==> src/rtl/fetch_unit.sv <==
// fetch_unit: non-overlapped instruction fetch sequencer with optional immediate word,
// bus timeout fault and flush-driven abort.
module fetch_unit #(
   parameter int LONG_BIT = 15,
   parameter int MAX_WAIT = 255
) (
   input  logic        clk,
   input  logic        rst,
   input  logic [15:0] pc_val,
   output logic        pc_inc,
   output logic [15:0] mem_addr,
   output logic        mem_rd,
   input  logic        mem_ack,
   input  logic [15:0] mem_data,
   input  logic        flush,
   output logic        instr_valid,
   input  logic        instr_ready,
   output logic [15:0] ir,
   output logic [15:0] imm,
   output logic        is_long,
   output logic        fault
);
   typedef enum logic [2:0] {ISSUE0, WAIT0, BUMP0, ISSUE1, WAIT1, BUMP1, VALID, FAULT} state_t;
   state_t      state_q, state_d;
   logic [15:0] mem_addr_q, mem_addr_d;
   logic        mem_rd_q, mem_rd_d;
   logic [15:0] ir_q, ir_d;
   logic [15:0] imm_q, imm_d;
   logic        is_long_q, is_long_d;
   logic [15:0] wait_cnt_q, wait_cnt_d;
   logic        timeout;
   assign timeout = ({1'b0, wait_cnt_q} + 17'd1) == 17'(MAX_WAIT);
   always_comb begin
      state_d    = state_q;
      mem_addr_d = mem_addr_q;
      mem_rd_d   = mem_rd_q;
      ir_d       = ir_q;
      imm_d      = imm_q;
      is_long_d  = is_long_q;
      wait_cnt_d = wait_cnt_q;
      case (state_q)
         ISSUE0: begin
            mem_addr_d = pc_val;
            mem_rd_d   = 1'b1;
            imm_d      = 16'h0;
            wait_cnt_d = 16'h0;
            state_d    = WAIT0;
         end
         WAIT0, WAIT1: begin
            if (mem_ack) begin
               mem_rd_d = 1'b0;
               if (state_q == WAIT0) begin
                  ir_d      = mem_data;
                  is_long_d = mem_data[LONG_BIT];
                  state_d   = BUMP0;
               end else begin
                  imm_d   = mem_data;
                  state_d = BUMP1;
               end
            end else if (timeout) begin
               mem_rd_d = 1'b0;
               state_d  = FAULT;
            end else begin
               wait_cnt_d = wait_cnt_q + 16'd1;
            end
         end
         BUMP0:   state_d = is_long_q ? ISSUE1 : VALID;
         ISSUE1: begin
            mem_addr_d = pc_val;
            mem_rd_d   = 1'b1;
            wait_cnt_d = 16'h0;
            state_d    = WAIT1;
         end
         BUMP1:   state_d = VALID;
         VALID:   state_d = instr_ready ? ISSUE0 : VALID;
         default: state_d = FAULT;
      endcase
      // a redirect discards anything captured this cycle; old ir/imm stay but are invalid
      if (flush) begin
         state_d    = ISSUE0;
         mem_addr_d = mem_addr_q;
         mem_rd_d   = 1'b0;
         ir_d       = ir_q;
         imm_d      = imm_q;
         is_long_d  = is_long_q;
         wait_cnt_d = 16'h0;
      end
   end
   always_ff @(posedge clk) begin
      if (rst) begin
         state_q    <= ISSUE0;
         mem_addr_q <= 16'h0;
         mem_rd_q   <= 1'b0;
         ir_q       <= 16'h0;
         imm_q      <= 16'h0;
         is_long_q  <= 1'b0;
         wait_cnt_q <= 16'h0;
      end else begin
         state_q    <= state_d;
         mem_addr_q <= mem_addr_d;
         mem_rd_q   <= mem_rd_d;
         ir_q       <= ir_d;
         imm_q      <= imm_d;
         is_long_q  <= is_long_d;
         wait_cnt_q <= wait_cnt_d;
      end
   end
   assign pc_inc      = (state_q == BUMP0) || (state_q == BUMP1);
   assign instr_valid = state_q == VALID;
   assign fault       = state_q == FAULT;
   assign mem_addr    = mem_addr_q;
   assign mem_rd      = mem_rd_q;
   assign ir          = ir_q;
   assign imm         = imm_q;
   assign is_long     = is_long_q;
endmodule

==> config.mk <==
export PLATFORM = sky130hd
export DESIGN_NAME = fetch_unit
export DESIGN_NICKNAME = d
export VERILOG_FILES = /design/src/rtl/fetch_unit.sv
export SDC_FILE = /design/constraint.sdc
export NUM_CORES = 1
export LEC_CHECK = 0
export BUFFER_PORTS_ARGS = -buffer_cell sky130_fd_sc_hd__buf_4
export CAP_MARGIN = 20
export CORE_ASPECT_RATIO = 0.6
export CORE_MARGIN = 5
export CORE_UTILIZATION = 41
export CTS_CLUSTER_SIZE = 40
export DETAILED_ROUTE_END_ITERATION = 16
export PLACE_DENSITY = 0.71
export SLEW_MARGIN = 30
export SYNTH_ARGS = -nofsm -noshare
export SYNTH_HDL_FRONTEND = slang
export SYNTH_SLANG_ARGS = --single-unit
==> constraint.sdc <==
create_clock -name clk -period 7.4 [get_ports clk]
set_clock_uncertainty 0.1 [all_clocks]
set_input_delay 1.48 -clock clk [delete_from_list [all_inputs] [get_ports clk]]
set_output_delay 1.48 -clock clk [all_outputs]
set_load 0.03 [all_outputs]
==> impl_metrics.yaml <==
critical_path:
  worst_r2r_path_depth: 9
  timing.critical_path.from: "wait_cnt_q[1]"
  crit_type: "reg2reg"
  timing.critical_path.fanout_max: 9
  cp_cell_sequence: "ha_1, and3_2, nand4_1, mux2i_1, or4_4, o31ai_1, buf_4, nor3_1, a211o_1"
  timing.rr.end: "wait_cnt_q[5]"
  cp_slowest_stage_delay_ns: 0.47
  worst_ep_arrival_time_ns: 3.39
  critical_path.top_delay_family: "simple AND/OR/NAND/NOR gates"
  critical_path_s_slowest_cell: "sky130_fd_sc_hd__o31ai_1"
  worst-path-buf-inv: 1
  type_of_origin_of_the_critical_path: "flop"
  critical_path_sink_type: "flop"
  cp-endpoint: "wait_cnt_q[5]"
  cp_data_required_time_ns: 7.51
  ff2ff_setup_slack_ns: 4.12
  path_depth: 9
  critical_path.reg2reg.startpoint: "wait_cnt_q[1]"
placed_design:
  placement.cell_area_um2: 3710
  dp_hpwl_mm: 6.51
  routabilityCongestion: 0.904
  place.port_buffers: 89
yosys:
  post_synth_instance_area_um2: 3050
  synth-main-ff-cell: "sky130_fd_sc_hd__dfxtp_1"
  synth.area.top_cells: "sky130_fd_sc_hd__dfxtp_1, sky130_fd_sc_hd__nand2_1, sky130_fd_sc_hd__a21oi_1"
  ys_async_sr_fraction_pct: 0
  synth-seq-area-share_pct: 44.7
  synth-edff-count: 0
  post-synth-top-area-cell: "sky130_fd_sc_hd__dfxtp_1"
  synthesis.instances: 376
  ff_latch_count_synth: 68
  syn_area_per_cell_um2: 8.11
  synthDominantCellAreaShare_pct: 44.7
  synthesis.nets: 415
  synth_warnings: 0
  ys_types: 48
floorplanning:
  placement_rows: 24
  die-area_um2: 9310
  starting_density_of_the_core_pct: 42.1
  fp.dieW_um: 121
  count_of_pins_on_the_block_boundary: 90
  floorplan.core_area_um2: 7240
  die_h_um: 76.8
layout:
  combined_flip_flop_and_latch_cell_area_um2: 1360
  fillerInstances: 673
  mostFrequentLayoutCells: "sky130_fd_sc_hd__buf_4, sky130_fd_sc_hd__nand2_1, sky130_fd_sc_hd__dfxtp_1, sky130_fd_sc_hd__a21oi_1, sky130_fd_sc_hd__nor2_1"
  antenna_diode_count: 0
  multi_input_comb_area_um2: 1520
  areaGrowthSynthToFinish_pct: 30.8
  finalNetCount: 488
  final_layout_size_suffix_gt1_share_pct: 26.2
  final_design_area_no_fill_um2: 3990
  layout_commonest_cell: "sky130_fd_sc_hd__buf_4"
sta:
  max_freq_ghz: 0.305
  final.setup.tns_ns: 0
  slew_violations: 0
  hold_viol: 0
  rsz0062_at_grt: "false"
  fin_worst_hold_slack_ns: 0.351
  timing.max_slew.rel_slack_pct: 53.5
  finalCriticalPeriod_ns: 3.28
  setup_violations: 0
  timing.final.crit_share_pct: 44.3
  worst_slew_pin_slew_ns: 0.692
grt:
  globalRouteOverflowTotal: 0
  grt_use_met3_pct: 5.51
  groute.usage.overall_pct: 19.3
  first_pass_grt_wire_length_mm: 14.3
  global_route.peak_usage_layer: "met1"
  grt_util_met2_pct: 26.9
  grt_start_max_net_pins: 51
  first_global_vias: 2774
  gr-usage-met1_pct: 27.6
  grt_antenna_before_repair: 0
min_path:
  hold_path.class: "reg2reg"
run_status:
  status: "complete, no violations"
pwr:
  leakage_uw: 0.00162
  power.density_nw_per_um2: 220
  irDropWorstVdd_uv: 121
drt:
  post_detailed_route_wirelength_per_cell_um: 15.8
  post-route-drc-count: 0
  detailedRoute.firstPassIterationCount: 5
  via_count: 3014
  wl_mm: 8.83
  detail_route.iter0.violations: 247
  final_antenna_net_count: 0
  avgViaCountPerCell: 5.40
clocking:
  cts_sinks: 68
  ctsHoldBuffers: 0
  cts_buffer_depth: 2
  cts_repair_resize_count: 0
  cts-buffers-inserted: 9
  clock_tree_from_tritoncts: "built"
  postCtsSetupRepairBufs: 0
  root_buffer: "sky130_fd_sc_hd__clkbuf_16"
  clock_pin_slew_of_the_registers_on_the_worst_case_setup_and_hold_paths_ns: 0.05
  worstSkewPairLatency_ns: 0.33
  clock_tree.htree_level_count: 3
job:
  max-cap-violations: 0
==> power by group <==
part	total, uW	switching, uW	leakage [uW]	internal [uW]
Clock	386	151	0.000129	235
Sequential	386	8.19	0.000552	378
Combinational	106	66.9	0.000938	39.5
==> routing by layer <==
metal,up-vias,wire (um)
met5,-,0
met4,0,97
met3,8,713
met2,114,4010
met1,1428,4010
li1,1464,-
==> how the worst min path moves through the flow <==
stage                              start             end  slack (ns)  depth (start not counted)
after floorplan           wait_cnt_q[15]  wait_cnt_q[15]        0.36                          1
after global placement      mem_addr[10]    mem_addr[10]        0.34                          2
after detailed placement     mem_addr[1]     mem_addr[1]        0.35                          2
after CTS                    mem_addr[1]     mem_addr[1]        0.36                          2
after global routing         mem_addr[9]     mem_addr[9]        0.37                          2
final                        mem_addr[1]     mem_addr[1]        0.35                          2
==> state kept, by name (all words and copies together) (netlist names) <==
register    cells
imm            16
ir             16
mem_addr       16
wait_cnt_q     16
state_q         3
mem_rd          1
==> stage by stage <==
stage               power [uW]  setup slack [ns]  instances  utilization [%]
detailed placement         501              3.99        542             51.3
global placement           498              4.10        542             51.3
finish                     879              4.12        558             55.1
CTS                        889              4.18        558             55.1
floorplan                  455              4.26        376                -
global route               918              3.95        558             55.1
==> logic make-up (layout without fill, tap and decap cells) <==
kind of cell               Yosys count  count (layout)  synth area share (%)
buffers and inverters               35             113                  5.79
and+or+nand+nor                    171             171                  26.4
AOI/OAI and AO/OA                   87              87                  18.5
adders and majority gates            2               2                 0.821
muxes                                3               3                  1.03
xor gates and xnor gates            10              10                  2.87
DFF                                 68              68                  44.7
==> cell usage after synthesis (all sizes together), types with 4 or more instances <==
master / count
nand3: 8
a21oi: 40
nand4: 16
or2: 4
inv: 5
nor2b: 4
buf: 9
nand2: 78
nor2: 33
and2: 4
dfxtp: 68
o21ai: 5
nor3: 8
clkbuf: 21
a22oi: 17
xnor2: 8
nand2b: 4
==> worst min-delay path: cells and delay by family, from the launching register on <==
kind,cells,cell delay [ns]
flops,1,0.30
compound gates,1,0.05
simple gates,1,0.05
==> layout make-up <==
| type | count | area share [%] |
|---|---|---|
| clock inverters | 4 | 0.628 |
| clock buffers | 12 | 6.18 |
| inverters | 5 | 0.471 |
| repair buffers | 92 | 17.3 |
| flip-flops and latches | 68 | 34.1 |
| well taps | 104 | 3.26 |
| multi-input cells | 273 | 38.0 |
Note: power is estimated with default switching activity, not from simulation.
